[config.mk]
export PLATFORM = sky130hd
export DESIGN_NAME = phase_tick_timer
export DESIGN_NICKNAME = d
export VERILOG_FILES = /design/src/rtl/phase_tick_timer.sv
export SDC_FILE = /design/constraint.sdc
export NUM_CORES = 1
export LEC_CHECK = 0
export CAP_MARGIN = 15
export CELL_PAD_IN_SITES_DETAIL_PLACEMENT = 1
export CELL_PAD_IN_SITES_GLOBAL_PLACEMENT = 1
export CORE_MARGIN = 3
export CORE_UTILIZATION = 38
export CTS_CLUSTER_DIAMETER = 100
export DETAILED_ROUTE_END_ITERATION = 12
export PLACE_DENSITY = 0.83
export REMOVE_ABC_BUFFERS = 1
export SLEW_MARGIN = 0
export SYNTH_ARGS = -nofsm -noshare
export SYNTH_HDL_FRONTEND = slang
export SYNTH_SLANG_ARGS = --single-unit
[constraint.sdc]
create_clock -name inClk -period 2.4 [get_ports inClk]
set_clock_uncertainty 0.1 [all_clocks]
set_input_delay 0.72 -clock inClk [delete_from_list [all_inputs] [get_ports inClk]]
set_output_delay 0.72 -clock inClk [all_outputs]
set_load 0.02 [all_outputs]
[src/rtl/phase_tick_timer.sv]
// phase_tick_timer: turns slowClk rising edges into inClk tick enables and times a loadable, pausable traffic-light phase
module phase_tick_timer #(
  parameter int DW = 8,
  parameter int TICKS_PER_UNIT = 10
) (
  input  logic          inClk,
  input  logic          reset,
  input  logic          slowClk,
  input  logic          load,
  input  logic [DW-1:0] duration,
  input  logic          pause,
  output logic          tick,
  output logic          busy,
  output logic          done,
  output logic [DW-1:0] remaining
);
  typedef enum logic [1:0] {IDLE, RUN, PAUSED} state_t;
  localparam logic [7:0] PRE_MAX = 8'(TICKS_PER_UNIT - 1);
  state_t state, state_n;
  logic s1, s2, s3, done_n;
  logic [7:0] pre, pre_n;
  logic [DW-1:0] rem_n;
  // sync flops reset high so an idle-high slowClk gives no false edge
  always_ff @(posedge inClk)
    if (reset) begin
      {s1, s2, s3} <= 3'b111;
      state <= IDLE;
      pre <= '0;
      remaining <= '0;
      done <= 1'b0;
    end else begin
      {s1, s2, s3} <= {slowClk, s1, s2};
      state <= state_n;
      pre <= pre_n;
      remaining <= rem_n;
      done <= done_n;
    end
  assign tick = s2 & ~s3;
  assign busy = state != IDLE;
  // load has priority over pause, tick and completion in every state
  always_comb begin
    state_n = state;
    pre_n = pre;
    rem_n = remaining;
    done_n = 1'b0;
    if (load) begin
      pre_n = '0;
      rem_n = duration;
      state_n = duration != '0 ? RUN : IDLE;
      done_n = duration == '0;
    end else if (state == RUN) begin
      if (pause) state_n = PAUSED;
      else if (tick) begin
        pre_n = pre == PRE_MAX ? 8'd0 : pre + 8'd1;
        if (pre == PRE_MAX) begin
          rem_n = remaining - DW'(1);
          state_n = remaining == DW'(1) ? IDLE : RUN;
          done_n = remaining == DW'(1);
        end
      end
    end else if (state == PAUSED && !pause) state_n = RUN;
  end
endmodule

### After elaboration in Yosys (flattened, before gate mapping)

Cells that the tools add are included.

* input port bits: 13
* bits in registers: 22
* word-level logic and storage cells: 51

* reductions and logical operators: 13
* equal/unequal tests: 7
* muxes and demuxes: 19
* bitwise operators: 3
* add/subtract/negate cells: 2

Operator list (number)
* $mux W8: 6
* $mux W2: 6
* $add A8 B1 Y8 const B: 1
* $eq A8 B1 Y1 const B: 1
* $eq A8 B4 Y1 const B: 1
* $logic_not A8 Y1: 1
* $reduce_bool A2 Y1: 4
* $reduce_bool A8 Y1: 1
* $sub A8 B1 Y8 const B: 1
* $mux W1: 7
* $reduce_and A3 Y1: 2
* $ne A4 B3 Y1 const B: 1
* $ne A4 B4 Y1 const B: 1
* $reduce_and A4 Y1: 1
* $reduce_bool A3 Y1: 1
* $eq A2 B1 Y1 const B: 1
* $eq A2 B2 Y1 const B: 1
* $ne A2 B2 Y1 const B: 1
* $not A1 Y1: 2
* $reduce_or A2 Y1: 1
* $and A1 B1 Y1: 1
* $logic_and A1 B1 Y1: 1
* $logic_not A1 Y1: 1

### Depth between registers and ports, before layout

Gate-level depths: netlist of the first run.

* depth after elaboration: 7
* gate-level depth with buffers: 8
* depth with buffers taken out: 6

### Worst setup path after synthesis of the first run

No wires, ideal clock.

* path type: input -> register
* start: input port load
* end: register state[0]
* setup slack: 0.515 ns
* path buffers: 2
* arrival: 1.690 ns
* stages: 6
* cell sequence: clkbuf_1 inv_1 clkbuf_1 a32oi_1 a221oi_1 a221oi_1

* word-level cells in the longest chain between the ends: 2
* elaborated cells between the ends (all ways): 5
* those cells by class: eq/ne (2); mux (1); reduce/logical (2)

RTL lines
* start: declaration: RTL line 9 `input logic load,`
* $ne A4 B3 Y1 (no line) (tied with other cells)
* $reduce_and A3 Y1 (no line)
* end signal: assignment: RTL line 33 `state <= state_n;`
* end: declaration: RTL line 19 `state_t state, state_n;`

Several ways; a longest one is shown, not always the timed one.
A chain may end at the register's enable or synchronous reset.

### Worst setup path after layout of the first run

* start: register remaining[4]
* end: output port remaining[4]

RTL lines
* start: declaration: RTL line 15 `output logic [DW-1:0] remaining`
* start signal: assignment: RTL line 35 `remaining <= rem_n;`

No word-level cell between the ends.

==> flow_summary.json, run 1 <==
{
  "status": "completed",
  "slew_viol_final": 0,
  "ys_seq_elements": 22,
  "clockBufferDepth": 2,
  "drive_gt1_share_pct": 14.9,
  "met3RoutedLength_um": 128,
  "leakage_nw": 0.609,
  "yosys_warnings": 0,
  "syn_to_final_growth_pct": 26.8,
  "slowest_stage": "clkdlybuf4s50_1",
  "core_area_sq_mm": 0.00315,
  "cp_top_family": "buffers and inverters",
  "setup-violations-final": 0,
  "grt-ovfl-total": 0,
  "yosys.area.top_type_share_pct": 34.1,
  "met2_length_um": 2060,
  "die_x_um": 64.3,
  "antenna_left": 0,
  "fin_crit_sh_pct": 96.3,
  "h-tree-depth": 1,
  "tritoncts": "yes",
  "start_util_pct": 41.0,
  "max_freq_mhz": 433,
  "finish.instance_area_sq_mm": 0.00164,
  "fin_cells": 219,
  "vias": 1242,
  "die_h_um": 64.3,
  "wl_met1_um": 1680,
  "gp_congestion": 0.792,
  "syn_inst": 147,
  "drc_errors": 0,
  "rsz0062_at_grt": "false",
  "finalWirelength_um": 3940,
  "synth_area_sq_mm": 0.00129,
  "first_pass_iters": 4,
  "start_kind": "flip-flop",
  "p_per_area_mw_per_mm2": 456,
  "num_antenna_cells": 0,
  "n_fill_cell": 391,
  "worstSkewPairLatency_ns": 0.33,
  "io_buffers": 23,
  "crit_buf_inv": 1,
  "dp_cells": 216,
  "tightest_slew_ns": 0.494,
  "hp-class": "reg -> reg",
  "max-vdd-ir-drop_mv": 0.190,
  "hold_viol": 0,
  "synth_area_per_cell_sq_um": 8.78,
  "yosysSeqAreaShare_pct": 34.1,
  "worst-path-max-fanout": 6,
  "cts-root-buf": "clkbuf_4",
  "fin_crit_ns": 2.31,
  "worstPathRequired_ns": 1.58,
  "synth_top_cells_by_area": "dfxtp_1, xnor2_1, nor2_1",
  "grt_antenna_before_repair": 0,
  "grt_max_degree": 17,
  "relSlewSlack_pct": 66.8,
  "die_area_sq_mm": 0.00413,
  "max_stage_delay_ns": 0.66,
  "fin_util_pct": 51.9,
  "arrival_ns": 1.49,
  "first_global_vias": 1401,
  "cts.clk_slew.worst_paths_ns": 0.13,
  "grt_pass1_wl_um": 6630,
  "ios": 24,
  "placed_area_sq_mm": 0.00161,
  "nets": 194,
  "power_uw": 747,
  "synth.distinct_cells": 43,
  "drt-wirelength-per-cell_um": 18.0,
  "maxCapViolCount": 0,
  "top_layer": "met4",
  "whs_ns": 0.359,
  "clock-sinks": 22,
  "rows": 20,
  "cts_setup_buffers": 0,
  "crit_type": "reg -> out",
  "via_per_inst": 5.67,
  "path_cells": "clkdlybuf4s50_1",
  "crit_path_end_kind": "output pin",
  "dp_hpwl_um": 3140,
  "grt_util_all_layers_pct": 20.6,
  "drt_iter0_drc": 49,
  "cts_made_buffers": 3,
  "synth_largest_area_cell": "dfxtp_1"
}
-- routing by layer --
| metal | vias to the layer above | global-route usage (%) |
|---|---|---|
| met5 | - | 0 |
| met3 | 7 | 2.99 |
| met4 | 0 | 8.71 |
| met1 | 615 | 23.4 |
| met2 | 31 | 37.9 |
| li1 | 589 | - |
-- metrics by stage --
step | setup WS (ns) | TNS, ns
final | 0.0883 | 0
after CTS | 0.0353 | 0
after floorplan | 0.353 | 0
after global routing | 0.0313 | 0
after global placement | 0.0799 | 0
after detailed placement | -0.0135 | -0.0200
-- flip-flops by register name, summed over array words and instances (netlist names) --
signal / cells
pre: 8
remaining: 8
state: 2
done: 1
s1: 1
s2: 1
s3: 1
-- worst register-to-register path, cell delays in order, from the launching register on --
cell and delay, ns:
dfxtp_1 0.44, ha_1 0.20, nor4b_2 0.27, and4b_1 0.31, buf_4 0.19, a211oi_1 0.11, a2111oi_2 0.32
-- final timing paths --
path / start / end / slack (ns) / cells after the start
worst min-delay path: s1 / s2 / 0.36 / 1
worst min register to register: s1 / s2 / 0.36 / 1
worst max-delay path: remaining[4] / remaining[4] / 0.09 / 1
worst max register to register: pre[0] / remaining[2] / 0.37 / 6
-- cells by family after synthesis --
| group | synth area share [%] |
|---|---|
| multiplexers | 0.775 |
| buffers and inverters | 7.36 |
| XOR/XNOR | 5.43 |
| adder cells (fa/ha/maj) | 3.88 |
| AND/OR/NAND/NOR | 34.3 |
| flip-flops | 34.1 |
| AO/OA/AOI/OAI | 14.1 |
-- power breakdown --
group	internal [mW]	switching, mW	total [mW]
registers	0.379	0.0191	0.398
logic	0.0806	0.0866	0.167
clock network	0.0590	0.123	0.182
total	0.518	0.229	0.747
-- what timing repair did --
action | in CTS | in global routing
endpoints found under the setup margin | 0 | 2
resized for setup | 0 | 2
hold buffers | 0 | 0
-- synth_stat cells (all sizes together) --
library cell,number
a2111oi,2
a211o,2
a211oi,4
a21boi,2
a221oi,2
a311oi,1
a31oi,1
a32oi,2
and2,1
and2b,1
and3,4
and4,3
and4b,1
buf,3
clkbuf,6
dfxtp,22
ha,4
inv,9
mux2i,1
nand2,6
nand2b,1
nand3,3
nand3b,1
nand4,4
nand4bb,1
nor2,17
nor2b,5
nor3,8
nor3b,1
nor4,10
nor4b,1
o21ai,3
o2bb2ai,1
or2,5
or3,1
xnor2,8
-- cell usage in the layout (no fill, tap or decap), drive strengths merged, types with 5 or more instances in the layout --
cell	instances
dfxtp	22
nor2b	5
nand2	6
clkdlybuf4s50	21
nor4	10
xnor2	8
or2	5
buf	11
nor3	8
nor2	17
inv	9
-- layout make-up --
cell class                 count  area, sq um  share of cell area (%)
sequential                    22          440                    26.9
timing repair buffer          34          330                    20.2
tap                           44         55.1                    3.36
multi-input combinational    107          756                    46.1
inverter                       9         33.8                    2.06
clock buffer                   3         22.5                    1.38
No activity file was read; power rests on OpenSTA's default activity.
==> inputs of run 2 (changes only) <==
--- a/config.mk
+++ b/config.mk
@@ -5,7 +5,6 @@
 export SDC_FILE = /design/constraint.sdc
 export NUM_CORES = 1
 export LEC_CHECK = 0
-export CAP_MARGIN = 15
 export CELL_PAD_IN_SITES_DETAIL_PLACEMENT = 1
 export CELL_PAD_IN_SITES_GLOBAL_PLACEMENT = 1
 export CORE_MARGIN = 3
==> results of run 2 <==
Final layout, timing and power as in run 1 (identical DEF).
